**src/rtl/adder_subtractor_16_bit_reg_pkg.sv**
```systemverilog
// adder_subtractor_16_bit_reg_pkg: shared ALU mode encodings
package adder_subtractor_16_bit_reg_pkg;
  localparam logic MODE_ADD = 1'b0;
  localparam logic MODE_SUB = 1'b1;
endpackage

```
**src/rtl/adder_subtractor_16_bit_reg_full_adder_8_bit.sv**
```systemverilog
// adder_subtractor_16_bit_reg_full_adder_8_bit: 8-bit ripple adder built from XOR/AND/OR gates
module adder_subtractor_16_bit_reg_full_adder_8_bit (
  output logic [7:0] sum,
  output logic       cout,
  input  logic [7:0] a,
  input  logic [7:0] b,
  input  logic       cin
);
  logic [8:0] c;
  logic [7:0] t, g, p;
  assign c[0] = cin;
  assign cout = c[8];
  for (genvar i = 0; i < 8; i++) begin : g_bit
    xor x0 (t[i], a[i], b[i]);
    xor x1 (sum[i], t[i], c[i]);
    and a0 (g[i], a[i], b[i]);
    and a1 (p[i], t[i], c[i]);
    or  o0 (c[i+1], g[i], p[i]);
  end
endmodule

```
**src/rtl/adder_subtractor_16_bit_reg.sv**
```systemverilog
// adder_subtractor_16_bit_reg: registered two's-complement add/subtract with carry and overflow flags
module adder_subtractor_16_bit_reg
  import adder_subtractor_16_bit_reg_pkg::*;
#(
  parameter int WIDTH = 16
) (
  input  logic             clk,
  input  logic             reset,
  input  logic [WIDTH-1:0] a,
  input  logic [WIDTH-1:0] b,
  input  logic             subtract,
  output logic [WIDTH-1:0] result,
  output logic             cout,
  output logic             overflow
);
  localparam int N = WIDTH / 8;
  logic             sub;
  logic [WIDTH-1:0] bx, s;
  logic [N:0]       c;
  logic             ovf;
  assign sub  = subtract == MODE_SUB;
  assign c[0] = sub;
  for (genvar i = 0; i < WIDTH; i++) begin : g_inv
    xor x (bx[i], b[i], sub);
  end
  for (genvar k = 0; k < N; k++) begin : g_slice
    adder_subtractor_16_bit_reg_full_adder_8_bit u_fa (
      .sum  (s[8*k +: 8]),
      .cout (c[k+1]),
      .a    (a[8*k +: 8]),
      .b    (bx[8*k +: 8]),
      .cin  (c[k])
    );
  end
  // Overflow uses the conditioned operand so one rule covers both modes
  assign ovf = (a[WIDTH-1] == bx[WIDTH-1]) && (s[WIDTH-1] != a[WIDTH-1]);
  always_ff @(posedge clk) begin
    if (reset) begin
      result   <= '0;
      cout     <= 1'b0;
      overflow <= 1'b0;
    end else begin
      result   <= s;
      cout     <= c[N];
      overflow <= ovf;
    end
  end
endmodule

```
**config.mk**
```make
export PLATFORM = sky130hd
export DESIGN_NAME = adder_subtractor_16_bit_reg
export DESIGN_NICKNAME = d
export VERILOG_FILES = /design/src/rtl/adder_subtractor_16_bit_reg_pkg.sv /design/src/rtl/adder_subtractor_16_bit_reg_full_adder_8_bit.sv /design/src/rtl/adder_subtractor_16_bit_reg.sv
export SDC_FILE = /design/constraint.sdc
export NUM_CORES = 1
export LEC_CHECK = 0
export BUFFER_PORTS_ARGS = -buffer_cell sky130_fd_sc_hd__buf_2
export CORE_ASPECT_RATIO = 0.6
export CORE_MARGIN = 10
export CORE_UTILIZATION = 44
export CTS_CLUSTER_DIAMETER = 200
export CTS_CLUSTER_SIZE = 16
export DETAILED_ROUTE_END_ITERATION = 8
export PLACE_DENSITY = 0.88
export SETUP_SLACK_MARGIN = 0.15
export SLEW_MARGIN = 20
export SYNTH_ARGS = -nofsm -noshare
export SYNTH_HDL_FRONTEND = slang
export SYNTH_SLANG_ARGS = --single-unit
```
**constraint.sdc**
```tcl
create_clock -name clk -period 10.6 [get_ports clk]
set_input_delay 3.18 -clock clk [delete_from_list [all_inputs] [get_ports clk]]
set_output_delay 3.18 -clock clk [all_outputs]
set_load 0.05 [all_outputs]
```
After elaboration in Yosys (flattened, before gate mapping)
Index checks and enable logic that the tools add are counted.
{ "word_totals": {"mem_bits_rw": 0, "regBits": 18, "inputBits": 35, "output_inout_bits": 18, "rom_bits": 0, "mem_count": 0, "latchBits": 0} }
{ "classes": {"shifts": 0, "n_lt_le_gt_ge": 0, "reduce_logical": 1, "addsub": 0, "bitwise": 96, "mux": 0, "eq_ne": 2, "mul": 0, "n_div": 0} }
{ "op_table": {"columns": ["cell", "count"], "rows": [
  ["$xor 1x1->1", 48],
  ["$and 1x1->1", 32],
  ["$or 1x1->1", 16],
  ["$eq 1x1->1", 1],
  ["$logic_and 1x1->1", 1],
  ["$ne 1x1->1", 1]
]} }

Longest topological paths before layout
{ "depth": {"word_depth": 35, "ltp_mapped": 21} }

Hierarchy
Synthesis repeated with hierarchy kept, for this count alone.
{ "hier_totals": {"cells_unflattened": 93, "area_unflattened_um2": 1067.3} }
{ "by_module_without_submodules": {"columns": ["mod", "area_each_um2", "seq_area_each_um2", "cells_each", "n_inst"], "rows": [
  ["adder_subtractor_16_bit_reg", 671.9, 360.3, 57, 1],
  ["adder_subtractor_16_bit_reg_full_adder_8_bit", 197.7, 0.0, 18, 2]
]} }

Worst setup path after synthesis
No wires, ideal clock.
{ "synth_path": {"path_type": "input port to flip-flop", "start": "input subtract", "end": "register overflow", "t_required_ns": 10.483, "setup_ns": 0.117, "path_stages": 21, "setup_slack_ns": 0.899, "arrival_time_ns": 9.583, "n_path_buf": 2, "path_cell_list": "buf_6 buf_12 xnor2_1 fa_1 fa_1 fa_1 fa_1 fa_1 fa_1 fa_1 fa_1 fa_1 fa_1 fa_1 fa_1 fa_1 fa_1 inv_1 fa_1 xnor2_1 nor3_1"} }
{ "synth_between": {"elab_chain_len": 35, "word_cells_on_any_way": 81} }
{ "synth_lines": {"columns": ["item", "line", "rtl"], "rows": [
  ["start, declared", "adder_subtractor_16_bit_reg.sv:11", "input logic subtract,"],
  ["$xor 1x1->1", "adder_subtractor_16_bit_reg.sv:24", "xor x (bx[i], b[i], sub);"],
  ["$xor 1x1->1", "adder_subtractor_16_bit_reg_full_adder_8_bit.sv:14", "xor x0 (t[i], a[i], b[i]);"],
  ["$and 1x1->1", "adder_subtractor_16_bit_reg_full_adder_8_bit.sv:17", "and a1 (p[i], t[i], c[i]);"],
  ["$or 1x1->1", "adder_subtractor_16_bit_reg_full_adder_8_bit.sv:18", "or o0 (c[i+1], g[i], p[i]);"],
  ["$and 1x1->1", "adder_subtractor_16_bit_reg_full_adder_8_bit.sv:17", null],
  ["$or 1x1->1", "adder_subtractor_16_bit_reg_full_adder_8_bit.sv:18", null],
  ["$and 1x1->1", "adder_subtractor_16_bit_reg_full_adder_8_bit.sv:17", null],
  ["$or 1x1->1", "adder_subtractor_16_bit_reg_full_adder_8_bit.sv:18", null],
  ["[... 20 more ...]", null, null],
  ["$and 1x1->1", "adder_subtractor_16_bit_reg_full_adder_8_bit.sv:17", null],
  ["$or 1x1->1", "adder_subtractor_16_bit_reg_full_adder_8_bit.sv:18", null],
  ["$and 1x1->1", "adder_subtractor_16_bit_reg_full_adder_8_bit.sv:17", null],
  ["$or 1x1->1", "adder_subtractor_16_bit_reg_full_adder_8_bit.sv:18", null],
  ["$xor 1x1->1 *", "adder_subtractor_16_bit_reg_full_adder_8_bit.sv:15", "xor x1 (sum[i], t[i], c[i]);"],
  ["named net g_slice[1].u_fa.sum[7]", "adder_subtractor_16_bit_reg_full_adder_8_bit.sv:3", "output logic [7:0] sum,"],
  ["$ne 1x1->1 *", "adder_subtractor_16_bit_reg.sv:36", "assign ovf = (a[WIDTH-1] == bx[WIDTH-1]) && (s[WIDTH-1] != a[WIDTH-1]);"],
  ["$logic_and 1x1->1 *", "adder_subtractor_16_bit_reg.sv:36", null],
  ["end signal, assigned", "adder_subtractor_16_bit_reg.sv:45", "overflow <= ovf;"],
  ["end, declared", "adder_subtractor_16_bit_reg.sv:14", "output logic overflow"]
]} }
Mark *: on every way through the listed nets, which the timed path passes. The rest lies on a longest branch.
A chain may end at the register's enable or synchronous reset.

Worst setup path after layout
Same ends and word-level chain as after synthesis.

==> run metrics <==
status finished clean; minimum clock period 9.56 ns; Netlist Area Pre-Place 1010 µm²; dpl cells 168; Iter 0 DRT Violations 19; grt ovf 0; Worst VDD drop 74.9 µV; worst hold path type in -> reg; Rel. slew slack 0.792; MaxCap Viol Count 0; number of fill cells in the layout 198; Num CTS Buffers 3; CP delay by family, top adder cells; Fin. Hold Viols 0; worst-path maximum fanout 3; number of synthesized register bits 18; Flop pwr share 0.348; fin nets 194; clock sink count 18; die height 57.0 µm; IO Port Bufs 52; Critical path buffers and inverters 2; worst path required time 10.74 ns; register area 360 µm²; CTS root buf clkbuf_8; Post-CTS Setup Repair Bufs 0; Detailed Route WL 2290 µm; num ports 53; initial core utilization 0.465; Worst-path clk slew 0.07 ns; drt via density 4.30; pin count of the biggest net entering global routing 19; WS Path Type in -> reg; clock share of power 0.234; Netlist cell types 14; sw frac 0.390; DR pass1 iterations 2; synth-to-layout area growth 31.5%; slew at the pin with the worst max-slew slack 0.311 ns; area of the multi-input gates 546 µm²; clk buf depth 2; Avg Inst Size Synth 11.3 µm²; critical path's slowest cell fa_1; Lkg Pwr 0.679 nW; Syn Nets 140; RSZ-0062 raised after global routing no; total number of yosys warnings 0; PostCTS Resize Cnt 0; fin crit share 0.902; CTS Hold Bufs 0; CTS tree yes; initial antenna violation count 1; # DRC 0; Seq/Total Area, Yosys 0.358; Routed WL per cell 13.3 µm; Non-Filler Instances 172; CP endpoint kind flip-flop; H-tree levels 1; final number of setup-violating endpoints 0; Psw 0.0910 mW; Fmax 0.105 GHz; post-DP HPWL 2040 µm; Rows 13; startpoint types input pin; share of layout cells above drive strength 1 0.401; vias in the first global route 781; slowest stage delay, CP 0.44 ns; Slew Limit Fails 0; Placeable Area 2160 µm²; Pwr Total 0.234 mW; Internal 0.143 mW; PD cells 177 nW/µm²; Inserted Diodes 0; routability cong. 0.805; Mapped Cells 89; Die W 81.7 µm; Antenna Nets Post-Route 0; DR vias 740; Tot GR Track Use 0.0949; cell mode on critical path fa_1; die area 4660 µm²; Logic pwr share 0.418; signal arrival time at the worst endpoint 9.70 ns; first-pass GRT wire length 3460 µm; Critical Path, Cell by Cell buf_2 > xnor2_1 > fa_1 > fa_1 > fa_1 > fa_1 > fa_1 > fa_1 > fa_1 > fa_1 > fa_1 > fa_1 > fa_1 > fa_1 > fa_1 > fa_1 > inv_1 > fa_1 > xnor2_1 > nor3_1; setup_tns 0 ns
## layer usage
layer / track usage / vias to the layer above / share of wire
met5: 0 / - / 0.0079
met4: 0.0145 / 2 / 0.0035
met2: 0.163 / 36 / 0.48
met1: 0.0992 / 343 / 0.38
met3: 0.0578 / 4 / 0.14
li1: - / 355 / -
## registers in the layout (all words and copies together), names as in the netlist
name	cells
result	16
cout	1
overflow	1
## synthesized netlist by cell type
cell type	number	area, µm²
xor2_1	1	8.76
ha_1	1	12.5
buf_12	1	20.0
dfxtp_1	18	360
buf_6	1	11.3
xnor2_1	16	140
nor2b_1	2	12.5
nor3_1	1	5.00
nor2_1	15	56.3
buf_2	1	5.00
inv_1	15	56.3
buf_4	1	7.51
fa_1	15	300
mux2i_1	1	10.0
## cell families (layout without fill, tap and decap cells)
logic type / Yosys count / count (layout) / share of synthesized area
AND/OR/NAND/NOR: 18 / 18 / 0.0734
XOR/XNOR: 17 / 17 / 0.148
flip-flops: 18 / 18 / 0.358
adder cells (fa/ha/maj): 16 / 16 / 0.311
multiplexers: 1 / 1 / 0.00995
buffers and inverters: 19 / 72 / 0.0995
## worst paths after layout
check / end / depth (start not counted) / slack (ns) / from
worst max-delay path: overflow / 20 / 1.04 / subtract
worst min-delay path: result[0] / 3 / 3.20 / b[0]
## power by group through the flow
| stage | logic, mW | clock network, mW | registers [mW] |
|---|---|---|---|
| final | 0.0977 | 0.0546 | 0.0814 |
| after global routing | 0.105 | 0.0578 | 0.0826 |
| after CTS | 0.0995 | 0.0562 | 0.0816 |
| after detailed placement | 0.0991 | 0 | 0.0831 |
| after global placement | 0.0962 | 0 | 0.0826 |
| after floorplan | 0.0330 | 0 | 0.125 |
## per-stage QoR
stage,setup slack (ns),hold slack [ns],util,instance area (µm²)
2_1_floorplan,0.899,3.32,-,1010
3_3_place_gp,0.883,3.45,0.586,1270
3_5_place_dp,0.727,3.46,0.586,1270
4_1_cts,1.00,3.20,0.611,1320
5_1_grt,0.824,3.21,0.611,1320
6_report,1.04,3.20,0.611,1320
## layout by cell type (no fill, tap or decap), drive strengths merged
cell / instances
xor2: 1
fa: 15
xnor2: 16
buf: 53
clkbuf: 4
inv: 15
nor3: 1
nor2: 15
ha: 1
mux2i: 1
dfxtp: 18
nor2b: 2
## area by class of cell
cell class              count  share of cell area
well taps                  30              0.0284
inverters                  15              0.0426
repair buffers             53               0.202
clock buffers               4              0.0416
multi-input cells          52               0.412
flip-flops and latches     18               0.272
No activity file was read; power rests on OpenSTA's default activity.
